<file path="src/rtl/bcd_event_counter_pkg.sv">
// -----------------------------------------------------------------------------
// bcd_event_counter_pkg
// Shared constants and helpers for the BCD event counter and its per-decade
// digit cell.
//   BCD_MAX       largest legal decimal digit
//   ERR_CODE_DEF  default nibble shown on every digit while in error state
//   is_bcd()      returns 1 when a nibble holds a legal decimal digit (0..9)
// -----------------------------------------------------------------------------
package bcd_event_counter_pkg;

   localparam logic [3:0] BCD_MAX      = 4'd9;
   localparam logic [3:0] ERR_CODE_DEF = 4'hE;

   function automatic logic is_bcd(input logic [3:0] nibble);
      return (nibble <= BCD_MAX);
   endfunction

endpackage : bcd_event_counter_pkg

</file>
<file path="src/rtl/bcd_event_counter_digit.sv">
// -----------------------------------------------------------------------------
// bcd_digit
// One decade of the BCD counter. It holds a single digit in the range 0..9
// and steps it when the chain says so.
//
// Ports:
//   clk_i       system clock
//   rst_i       synchronous reset, active-high (digit -> 0)
//   clr_i       synchronous clear (digit -> 0)
//   load_i      load strobe, only asserted by the top for a fully valid word
//   load_val_i  digit value to load
//   en_i        commit enable for a step; low when the step is being refused
//   cin_i       carry-in: an increment reaches this decade
//   bin_i       borrow-in: a decrement reaches this decade
//   digit_o     current digit value
//   cout_o      carry-out  (carry-in and digit == 9)
//   bout_o      borrow-out (borrow-in and digit == 0)
// -----------------------------------------------------------------------------
module bcd_digit
   import bcd_event_counter_pkg::*;
(
   input  logic       clk_i,
   input  logic       rst_i,
   input  logic       clr_i,
   input  logic       load_i,
   input  logic [3:0] load_val_i,
   input  logic       en_i,
   input  logic       cin_i,
   input  logic       bin_i,
   output logic [3:0] digit_o,
   output logic       cout_o,
   output logic       bout_o
);

   logic [3:0] digit_q;
   logic [3:0] digit_d;

   // Carry/borrow terms ignore en_i so the top can see "at max"/"at zero"
   // before deciding whether the step is allowed to commit.
   assign cout_o  = cin_i && (digit_q == BCD_MAX);
   assign bout_o  = bin_i && (digit_q == 4'd0);
   assign digit_o = digit_q;

   always_comb begin
      digit_d = digit_q;
      if (clr_i) begin
         digit_d = 4'd0;
      end else if (load_i) begin
         digit_d = load_val_i;
      end else if (en_i && cin_i) begin
         digit_d = (digit_q == BCD_MAX) ? 4'd0 : digit_q + 4'd1;
      end else if (en_i && bin_i) begin
         digit_d = (digit_q == 4'd0) ? BCD_MAX : digit_q - 4'd1;
      end
   end

   always_ff @(posedge clk_i) begin
      if (rst_i) begin
         digit_q <= 4'd0;
      end else begin
         digit_q <= digit_d;
      end
   end

endmodule : bcd_digit

</file>
<file path="src/rtl/bcd_event_counter.sv">
// -----------------------------------------------------------------------------
// bcd_event_counter
// N-digit BCD up/down event counter with parallel load, clear, and either
// modulo wrap or saturate-with-error behaviour at the range ends.
//
// Parameters:
//   DIGITS    number of decades (1..8)
//   WRAP      1 = wrap at range ends, 0 = hold and enter error state
//   ERR_CODE  nibble shown on every digit while in error state
//
// Ports:
//   clk_i        system clock
//   rst_i        synchronous reset, active-high, highest priority
//   clr_i        clear count and error state
//   load_i       load strobe for load_data_i
//   load_data_i  BCD load word, digit k at [4k+3:4k], digit 0 least significant
//   inc_i        single-cycle increment event
//   dec_i        single-cycle decrement event
//   bcd_o        current digits, or ERR_CODE on all digits in error state
//   err_o        sticky error flag (never set when WRAP=1)
//   ovf_o        one-cycle pulse: increment issued at maximum
//   unf_o        one-cycle pulse: decrement issued at zero
//   load_err_o   one-cycle pulse: load rejected due to a non-BCD digit
// -----------------------------------------------------------------------------
module bcd_event_counter
   import bcd_event_counter_pkg::*;
#(
   parameter int         DIGITS   = 2,
   parameter bit         WRAP     = 1'b0,
   parameter logic [3:0] ERR_CODE = ERR_CODE_DEF
)
(
   input  logic                  clk_i,
   input  logic                  rst_i,
   input  logic                  clr_i,
   input  logic                  load_i,
   input  logic [4*DIGITS-1:0]   load_data_i,
   input  logic                  inc_i,
   input  logic                  dec_i,
   output logic [4*DIGITS-1:0]   bcd_o,
   output logic                  err_o,
   output logic                  ovf_o,
   output logic                  unf_o,
   output logic                  load_err_o
);

   logic [4*DIGITS-1:0] count;
   logic [DIGITS:0]     carry;
   logic [DIGITS:0]     borrow;

   logic all_valid;
   logic load_ok;
   logic inc_req;
   logic dec_req;
   logic at_limit;
   logic step_en;

   logic err_q,      err_d;
   logic ovf_q,      ovf_d;
   logic unf_q,      unf_d;
   logic load_err_q, load_err_d;

   always_comb begin
      all_valid = 1'b1;
      for (int k = 0; k < DIGITS; k++) begin
         if (!is_bcd(load_data_i[4*k +: 4])) begin
            all_valid = 1'b0;
         end
      end
   end

   assign load_ok = load_i && !clr_i && all_valid;

   // Simultaneous inc/dec cancel. Steps are also blocked by clear, any load
   // (even a rejected one) and the error state.
   assign inc_req = inc_i && !dec_i && !clr_i && !load_i && !err_q;
   assign dec_req = dec_i && !inc_i && !clr_i && !load_i && !err_q;

   assign carry[0]  = inc_req;
   assign borrow[0] = dec_req;

   // A carry/borrow falling off the top decade means every digit was 9 (inc)
   // or 0 (dec), i.e. the AND of all per-digit terms.
   assign ovf_d    = carry[DIGITS];
   assign unf_d    = borrow[DIGITS];
   assign at_limit = ovf_d || unf_d;

   // In wrap mode the digits roll over naturally; otherwise the step is refused.
   assign step_en = WRAP ? 1'b1 : !at_limit;

   for (genvar g = 0; g < DIGITS; g++) begin : g_digit
      bcd_digit u_digit (
         .clk_i      (clk_i),
         .rst_i      (rst_i),
         .clr_i      (clr_i),
         .load_i     (load_ok),
         .load_val_i (load_data_i[4*g +: 4]),
         .en_i       (step_en),
         .cin_i      (carry[g]),
         .bin_i      (borrow[g]),
         .digit_o    (count[4*g +: 4]),
         .cout_o     (carry[g+1]),
         .bout_o     (borrow[g+1])
      );
   end

   always_comb begin
      err_d = err_q;
      if (clr_i || load_ok) begin
         err_d = 1'b0;
      end else if (!WRAP && at_limit) begin
         err_d = 1'b1;
      end
   end

   assign load_err_d = load_i && !clr_i && !all_valid;

   always_ff @(posedge clk_i) begin
      if (rst_i) begin
         err_q      <= 1'b0;
         ovf_q      <= 1'b0;
         unf_q      <= 1'b0;
         load_err_q <= 1'b0;
      end else begin
         err_q      <= err_d;
         ovf_q      <= ovf_d;
         unf_q      <= unf_d;
         load_err_q <= load_err_d;
      end
   end

   // The count is kept intact underneath the error display.
   assign bcd_o      = err_q ? {DIGITS{ERR_CODE}} : count;
   assign err_o      = err_q;
   assign ovf_o      = ovf_q;
   assign unf_o      = unf_q;
   assign load_err_o = load_err_q;

endmodule : bcd_event_counter
</file>
<file path="config.mk">
export PLATFORM = sky130hd
export DESIGN_NAME = bcd_event_counter
export DESIGN_NICKNAME = d
export VERILOG_FILES = /design/src/rtl/bcd_event_counter_pkg.sv /design/src/rtl/bcd_event_counter_digit.sv /design/src/rtl/bcd_event_counter.sv
export SDC_FILE = /design/constraint.sdc
export NUM_CORES = 1
export LEC_CHECK = 0
export CORE_MARGIN = 2
export CORE_UTILIZATION = 60
export DETAILED_ROUTE_END_ITERATION = 6
export DONT_BUFFER_PORTS = 1
export PLACE_DENSITY = 0.76
export SYNTH_ARGS = -nofsm -noshare
export SYNTH_HDL_FRONTEND = slang
export SYNTH_SLANG_ARGS = --single-unit
</file>
<file path="constraint.sdc">
create_clock -name clk_i -period 3.54 [get_ports clk_i]
set_input_delay 1.062 -clock clk_i [delete_from_list [all_inputs] [get_ports clk_i]]
set_output_delay 1.062 -clock clk_i [all_outputs]
set_load 0.1 [all_outputs]
</file>
==> results_tabular.tex, run 1 <==
\begin{tabular}{lr}
\hline
Metric & Value \\
\hline
\multicolumn{2}{l}{\textbf{Detailed routing}} \\
Count of unresolved DRC violations after routing & 0 \\
Initial DRC Count & 29 \\
Post-route ant nets & 0 \\
Detailed-router iteration count before antenna repair & 4 \\
Average routed wire per standard cell & 16.09 um \\
Wire length after detailed routing & 2236 um \\
Vias per std cell & 6.799 \\
DR vias & 945 \\
\multicolumn{2}{l}{\textbf{Setup path}} \\
Data arrival time of the critical path & 2.74 ns \\
Startpoint Class & input pin \\
Worst-path maximum fanout & 9 \\
Critical path class & input pin to register \\
Kind of end point of the critical path & register \\
CP Data Required Time & 3.73 ns \\
Depth of the worst register-to-register path & 5 \\
\multicolumn{2}{l}{\textbf{Finish}} \\
Net count, final & 138 \\
Synth-to-Final Area Change & 0.2489\% \\
Antenna diodes & 0 \\
Share of final-layout standard cells stronger than drive strength 1 & 21.14\% \\
Register area & 240.2 sq um \\
\# fillers & 130 \\
Total area of multi-input combinational cells & 675.6 sq um \\
\multicolumn{2}{l}{\textbf{Logic synthesis}} \\
Cell accounting for the most synthesized area & sky130\_fd\_sc\_hd\_\_dfxtp\_1 \\
Most frequently used flop master after synthesis & sky130\_fd\_sc\_hd\_\_dfxtp\_1 \\
Cell with the most instances after synthesis & sky130\_fd\_sc\_hd\_\_nor2\_1 \\
Synth warn & 0 \\
Net Count, Synth & 138 \\
Number of synthesized flops with an enable pin & 0 \\
Post-Syn Area per Cell & 8.092 sq um \\
Fraction of registers with async set or reset after synthesis & 0\% \\
Flop and latch count out of synthesis & 12 \\
Synth cell types & 42 \\
Proportion of synthesized chip area in sequential cells & 23.94\% \\
Commonest cells post-synth & sky130\_fd\_sc\_hd\_\_nor2\_1, sky130\_fd\_sc\_hd\_\_dfxtp\_1, sky130\_fd\_sc\_hd\_\_o21ai\_0, sky130\_fd\_sc\_hd\_\_or2\_2, sky130\_fd\_sc\_hd\_\_nand2\_1 \\
Post-synth top area share & 23.94\% \\
Post-synthesis cell count & 124 \\
Area of the mapped netlist & 1003 sq um \\
Ranking of synthesized cells by area & sky130\_fd\_sc\_hd\_\_dfxtp\_1, sky130\_fd\_sc\_hd\_\_o21ai\_0, sky130\_fd\_sc\_hd\_\_or2\_2, sky130\_fd\_sc\_hd\_\_nor2\_1, sky130\_fd\_sc\_hd\_\_buf\_6 \\
\multicolumn{2}{l}{\textbf{STA}} \\
Worst slew margin relative to its limit & 38.12\% \\
Final clock period utilization by the worst path & 72.06\% \\
Setup TNS & 0 ns \\
\# setup viols final & 0 \\
Layout Skew & 0.003877 ns \\
Min cycle time layout & 2.551 ns \\
Highest attainable clock frequency & 392.0 MHz \\
Final count of hold timing violations & 0 \\
Slew Limit Fails & 0 \\
RSZ-0062 raised after global routing & no \\
Transition at the pin with the smallest max-transition slack & 0.9270 ns \\
\multicolumn{2}{l}{\textbf{GRT}} \\
Wire length of the first global-routing pass & 3684 um \\
Pin count of the biggest net entering global routing & 16 \\
Tot GR Track Use & 25.17\% \\
Total congestion overflow after global routing & 0 \\
Initial antenna violation count & 0 \\
Number of global-route vias before repair & 863 \\
\multicolumn{2}{l}{\textbf{Clocking}} \\
Worst-case clock buffer depth & 2 \\
CTS tree & yes \\
Number of buffers inserted for hold repair after clock tree synthesis & 0 \\
Num Clock Sinks & 12 \\
Number of gates resized after cts & 0 \\
Depth of the CTS H-tree & 1 \\
CTS root buffer & sky130\_fd\_sc\_hd\_\_clkbuf\_4 \\
Clock slew seen by the registers of the worst setup and hold paths & 0.08 ns \\
Setup Buffers After CTS & 0 \\
Worst-skew pair later-pin latency & 0.29 ns \\
Total clock buffers created by CTS & 3 \\
\multicolumn{2}{l}{\textbf{Floorplanning}} \\
Effective utilization at floorplan & 65.10\% \\
Placement row count & 14 \\
Total core area & 1541 sq um \\
Die area & 2016 sq um \\
Boundary pin count & 26 \\
Die H & 44.90 um \\
Die width & 44.90 um \\
\multicolumn{2}{l}{\textbf{Placed design}} \\
Post-DP HPWL & 1661 um \\
Input/output buffers & 0 \\
Weighted congestion at the end of routability-driven global placement & 0.8622 \\
\multicolumn{2}{l}{\textbf{Power}} \\
Net switching power of the design & 0.0001127 W \\
Total power & 0.0003333 W \\
Net switching share of the total power & 33.81\% \\
Cell Int Power & 0.0002206 W \\
Pwr dens & 331.4 nW/um\^{}2 \\
Clk network pwr share & 34.8\% \\
Register share of total power & 44.9\% \\
Leakage power of the design & 0.3828 nW \\
Power share of the combinational group & 20.3\% \\
Max VDD drop & 0.1885 mV \\
\multicolumn{2}{l}{\textbf{Flow run}} \\
Max-cap violations & 0 \\
\multicolumn{2}{l}{\textbf{Run status}} \\
Status & finished clean \\
\multicolumn{2}{l}{\textbf{Hold path}} \\
Worst hold-check path type & register to register \\
Worst hold path cell count & 2 \\
\hline
\end{tabular}
## placed cells by master, fill, tap and decap left out, types with 2 or more instances in the layout
master	count
sky130_fd_sc_hd__nor2_1	13
sky130_fd_sc_hd__dfxtp_1	12
sky130_fd_sc_hd__o21ai_0	11
sky130_fd_sc_hd__or2_2	8
sky130_fd_sc_hd__nand2_1	7
sky130_fd_sc_hd__nor3_1	5
sky130_fd_sc_hd__or3_1	4
sky130_fd_sc_hd__a21oi_1	4
sky130_fd_sc_hd__a211oi_1	4
sky130_fd_sc_hd__nand4_1	3
sky130_fd_sc_hd__inv_1	3
sky130_fd_sc_hd__o211a_1	3
sky130_fd_sc_hd__a31oi_1	3
sky130_fd_sc_hd__clkbuf_4	3
sky130_fd_sc_hd__buf_4	3
sky130_fd_sc_hd__nor2b_2	2
sky130_fd_sc_hd__nor4_1	2
sky130_fd_sc_hd__nor3b_1	2
sky130_fd_sc_hd__nand4bb_1	2
sky130_fd_sc_hd__nor2b_1	2
sky130_fd_sc_hd__o211ai_1	2
sky130_fd_sc_hd__o22ai_1	2
sky130_fd_sc_hd__xnor2_1	2
sky130_fd_sc_hd__mux2i_1	2
## power groups by stage
stage | Sequential, W | Clock, W | Combinational (W)
3_5_place_dp | 0.000153 | 0 | 0.0000677
3_3_place_gp | 0.000152 | 0 | 0.0000672
4_1_cts | 0.000149 | 0.000116 | 0.0000680
6_report | 0.000150 | 0.000116 | 0.0000678
5_1_grt | 0.000150 | 0.000122 | 0.0000732
2_1_floorplan | 0.000149 | 0 | 0.0000665
## stage by stage
stage	hold WS, ns	utilization (%)	cell area, sq um	cells	setup slack, ns
floorplan	0.5614	-	1003	124	0.2051
global placement	0.6049	62.91	969.7	135	0.7111
detailed placement	0.6304	62.91	969.7	135	0.6840
CTS	0.6374	65.26	1006	139	0.9887
global route	0.6998	65.26	1006	139	0.8788
finish	0.6334	65.26	1006	139	0.9889
## registers in the layout, summed over array words and instances, names as in the netlist
register / cells
g_digit.u_digit.digit_o: 8
err_o: 1
load_err_o: 1
ovf_o: 1
unf_o: 1
## layout make-up
type	instances	area share [%]
tap	16	1.990
sequential	12	23.88
inverter	3	1.119
timing repair buffer	3	2.239
clock buffer	4	3.607
multi-input combinational	101	67.16
## per-layer routing
layer  global-route usage [%]  share of wire, %  vias up
li1                         -                 -      465
met1                    34.31                46      432
met2                    38.26                44       43
met3                    2.400               7.4        5
met4                    15.29               2.5        0
met5                        0                 0        -
## logic make-up after synthesis
logic type             after synthesis  synth area share (%)
multiplexers                         3                 3.117
AO/OA/AOI/OAI                       33                 22.44
XOR/XNOR                             3                 2.619
buffers and inverters               11                 9.226
flip-flops                          12                 23.94
AND/OR/NAND/NOR                     62                 38.65
## critical path: stages
cell                       delay, ns
sky130_fd_sc_hd__or3_1          0.47
sky130_fd_sc_hd__or4_4          0.58
sky130_fd_sc_hd__and3_1         0.25
sky130_fd_sc_hd__nand2b_4       0.17
sky130_fd_sc_hd__o211a_1        0.20
## path summary, 6_finish.rpt
check	start	to	slack [ns]
max	clr_i	g_digit[0].u_digit.digit_o[3]$_SDFFE_PP0P_	0.99
min	g_digit[1].u_digit.digit_o[2]$_SDFFE_PP0P_	g_digit[1].u_digit.digit_o[2]$_SDFFE_PP0P_	0.63
max reg2reg	err_o$_SDFFE_PP0P_	g_digit[0].u_digit.digit_o[3]$_SDFFE_PP0P_	1.23
min reg2reg	g_digit[1].u_digit.digit_o[2]$_SDFFE_PP0P_	g_digit[1].u_digit.digit_o[2]$_SDFFE_PP0P_	0.63
(Power assumes the default switching activity.)
==> inputs of run 2 (changes only) <==
==> constraint.sdc (replaced) <==
create_clock -name clk_i -period 2.5 [get_ports clk_i]
set_input_delay 0.75 -clock clk_i [delete_from_list [all_inputs] [get_ports clk_i]]
set_output_delay 0.75 -clock clk_i [all_outputs]
set_load 0.1 [all_outputs]
==> run 2 against run 1 <==
Combinational power grew 56%. Largest cell class unchanged. Critical endpoint is now bcd_o[0]. Hold slack lost 0.11 ns. Flip-flop and latch count is the same. Final area grew 5.8%. Non-clock buffer count grew 7. Cell count grew 5.0%.
==> results_tabular.tex, run 2 (same netlist as run 1, synthesis figures left out) <==
\begin{tabular}{lr}
\hline
Metric & Value \\
\hline
\multicolumn{2}{l}{\textbf{Run status}} \\
Status & finished clean \\
\multicolumn{2}{l}{\textbf{STA}} \\
Hold\_ws & 0.5233 ns \\
Worst slew margin relative to its limit & 65.39\% \\
Final clock period utilization by the worst path & 86.86\% \\
\# setup viols final & 0 \\
Min cycle time layout & 2.171 ns \\
Slew Limit Fails & 0 \\
Layout Skew & 0.003816 ns \\
Final count of hold timing violations & 0 \\
RSZ-0062 raised after global routing & no \\
Setup TNS & 0 ns \\
Highest attainable clock frequency & 460.5 MHz \\
Transition at the pin with the smallest max-transition slack & 0.5152 ns \\
\multicolumn{2}{l}{\textbf{Detailed routing}} \\
Total length of routed met3 wires & 196 um \\
Average routed wire per standard cell & 15.44 um \\
DR vias & 949 \\
Vias per std cell & 6.500 \\
Total routed wire length on the met1 layer & 1048 um \\
Count of unresolved DRC violations after routing & 0 \\
Post-route ant nets & 0 \\
Wire length after detailed routing & 2254 um \\
Initial DRC Count & 27 \\
Top Metal Used & met4 \\
Detailed-router iteration count before antenna repair & 4 \\
Met2 wire length & 955 um \\
\multicolumn{2}{l}{\textbf{Finish}} \\
Total area of multi-input combinational cells & 680.7 sq um \\
Net count, final & 145 \\
Max FFs per register & 8 \\
Most common cell after layout, fill and taps aside & sky130\_fd\_sc\_hd\_\_nor2\_1 \\
Register area & 241.5 sq um \\
Share of final-layout standard cells stronger than drive strength 1 & 26.92\% \\
Util after Layout & 69.07\% \\
Synth-to-Final Area Change & 6.110\% \\
\# fillers & 133 \\
Final design instance area without fill & 1065 sq um \\
Commonest cells after routing, fill and taps aside & sky130\_fd\_sc\_hd\_\_nor2\_1, sky130\_fd\_sc\_hd\_\_o21ai\_0, sky130\_fd\_sc\_hd\_\_dfxtp\_1, sky130\_fd\_sc\_hd\_\_buf\_4, sky130\_fd\_sc\_hd\_\_or2\_2 \\
Antenna diodes & 0 \\
\multicolumn{2}{l}{\textbf{Clocking}} \\
Num Clock Sinks & 12 \\
CTS tree & yes \\
CTS root buffer & sky130\_fd\_sc\_hd\_\_clkbuf\_4 \\
Worst-skew pair later-pin latency & 0.28 ns \\
Clock slew seen by the registers of the worst setup and hold paths & 0.08 ns \\
Setup Buffers After CTS & 0 \\
Total clock buffers created by CTS & 3 \\
Depth of the CTS H-tree & 1 \\
Worst-case clock buffer depth & 2 \\
Number of gates resized after cts & 0 \\
Number of buffers inserted for hold repair after clock tree synthesis & 0 \\
\multicolumn{2}{l}{\textbf{Power}} \\
Total power & 0.0004731 W \\
Max VDD drop & 0.2447 mV \\
Leakage power of the design & 0.4176 nW \\
Pwr dens & 444.3 nW/um\^{}2 \\
\multicolumn{2}{l}{\textbf{Flow run}} \\
Max-cap violations & 0 \\
\multicolumn{2}{l}{\textbf{Floorplanning}} \\
Total core area & 1541 sq um \\
Die area & 2016 sq um \\
Die H & 44.90 um \\
Boundary pin count & 26 \\
Die width & 44.90 um \\
Effective utilization at floorplan & 65.10\% \\
Placement row count & 14 \\
\multicolumn{2}{l}{\textbf{GRT}} \\
Wire length of the first global-routing pass & 3767 um \\
Total congestion overflow after global routing & 0 \\
Tot GR Track Use & 26.18\% \\
Initial antenna violation count & 0 \\
Pin count of the biggest net entering global routing & 16 \\
Number of global-route vias before repair & 862 \\
\multicolumn{2}{l}{\textbf{Placed design}} \\
Weighted congestion at the end of routability-driven global placement & 0.8959 \\
Post-DP HPWL & 1719 um \\
Post-Place Cell Area & 1028 sq um \\
Input/output buffers & 0 \\
\multicolumn{2}{l}{\textbf{Setup path}} \\
Kind of end point of the critical path & primary output \\
Data arrival time of the critical path & 1.42 ns \\
Critical path class & register to primary output \\
Depth of the worst register-to-register path & 5 \\
Register-to-register setup slack & 0.38 ns \\
CP Data Required Time & 1.75 ns \\
Worst-path maximum fanout & 15 \\
Startpoint Class & register \\
\multicolumn{2}{l}{\textbf{Hold path}} \\
Worst hold-check path type & input pin to register \\
Worst hold path cell count & 1 \\
\hline
\end{tabular}
[run 2: cell types whose count changed in the layout (fill, tap and decap cells not counted)]
cell and change:
sky130_fd_sc_hd__and3_4 +1, sky130_fd_sc_hd__buf_4 +7, sky130_fd_sc_hd__and3_1 -1, sky130_fd_sc_hd__dfxtp_2 +1, sky130_fd_sc_hd__dfxtp_1 -1
[run 2: cell type report]
class / instances / share of cell area (%)
inverters: 3 / 1.058
repair buffers: 10 / 7.051
well taps: 16 / 1.880
multi-input cells: 101 / 63.92
clock buffers: 4 / 3.408
flip-flops and latches: 12 / 22.68
[run 2: where the power goes]
group / switching [W] / leakage [nW] / internal [W] / total [W]
Clock: 0.0000730 / 0.0210 / 0.0000887 / 0.000162
Sequential: 0.00000949 / 0.0977 / 0.000196 / 0.000205
Combinational: 0.0000754 / 0.299 / 0.0000309 / 0.000106
Total: 0.000158 / 0.418 / 0.000315 / 0.000473
[run 2: metrics by stage]
step	cells	setup slack [ns]
after floorplan	124	0.02621
after global placement	142	0.1109
after detailed placement	142	0.07926
after CTS	146	0.3318
after global routing	146	0.2505
final	146	0.3285
[run 2: final timing paths]
path | startpoint | endpoint
max reg2reg | g_digit[0].u_digit.digit_o[0]$_SDFFE_PP0P_ | g_digit[1].u_digit.digit_o[2]$_SDFFE_PP0P_
min | rst_i | unf_o$_SDFF_PP0_
min reg2reg | g_digit[1].u_digit.digit_o[2]$_SDFFE_PP0P_ | g_digit[1].u_digit.digit_o[2]$_SDFFE_PP0P_
max | g_digit[0].u_digit.digit_o[0]$_SDFFE_PP0P_ | bcd_o[0]
[run 2: worst max-delay path: stages (launching register included)]
cell and delay, ns:
sky130_fd_sc_hd__dfxtp_1 0.62, sky130_fd_sc_hd__nor2b_2 0.22, sky130_fd_sc_hd__buf_4 0.29
[run 2: layer usage]
layer,vias up,GRT usage (%)
li1,480,-
met1,424,38.08
met2,40,37.68
met3,5,2.800
met4,0,14.12
met5,-,0
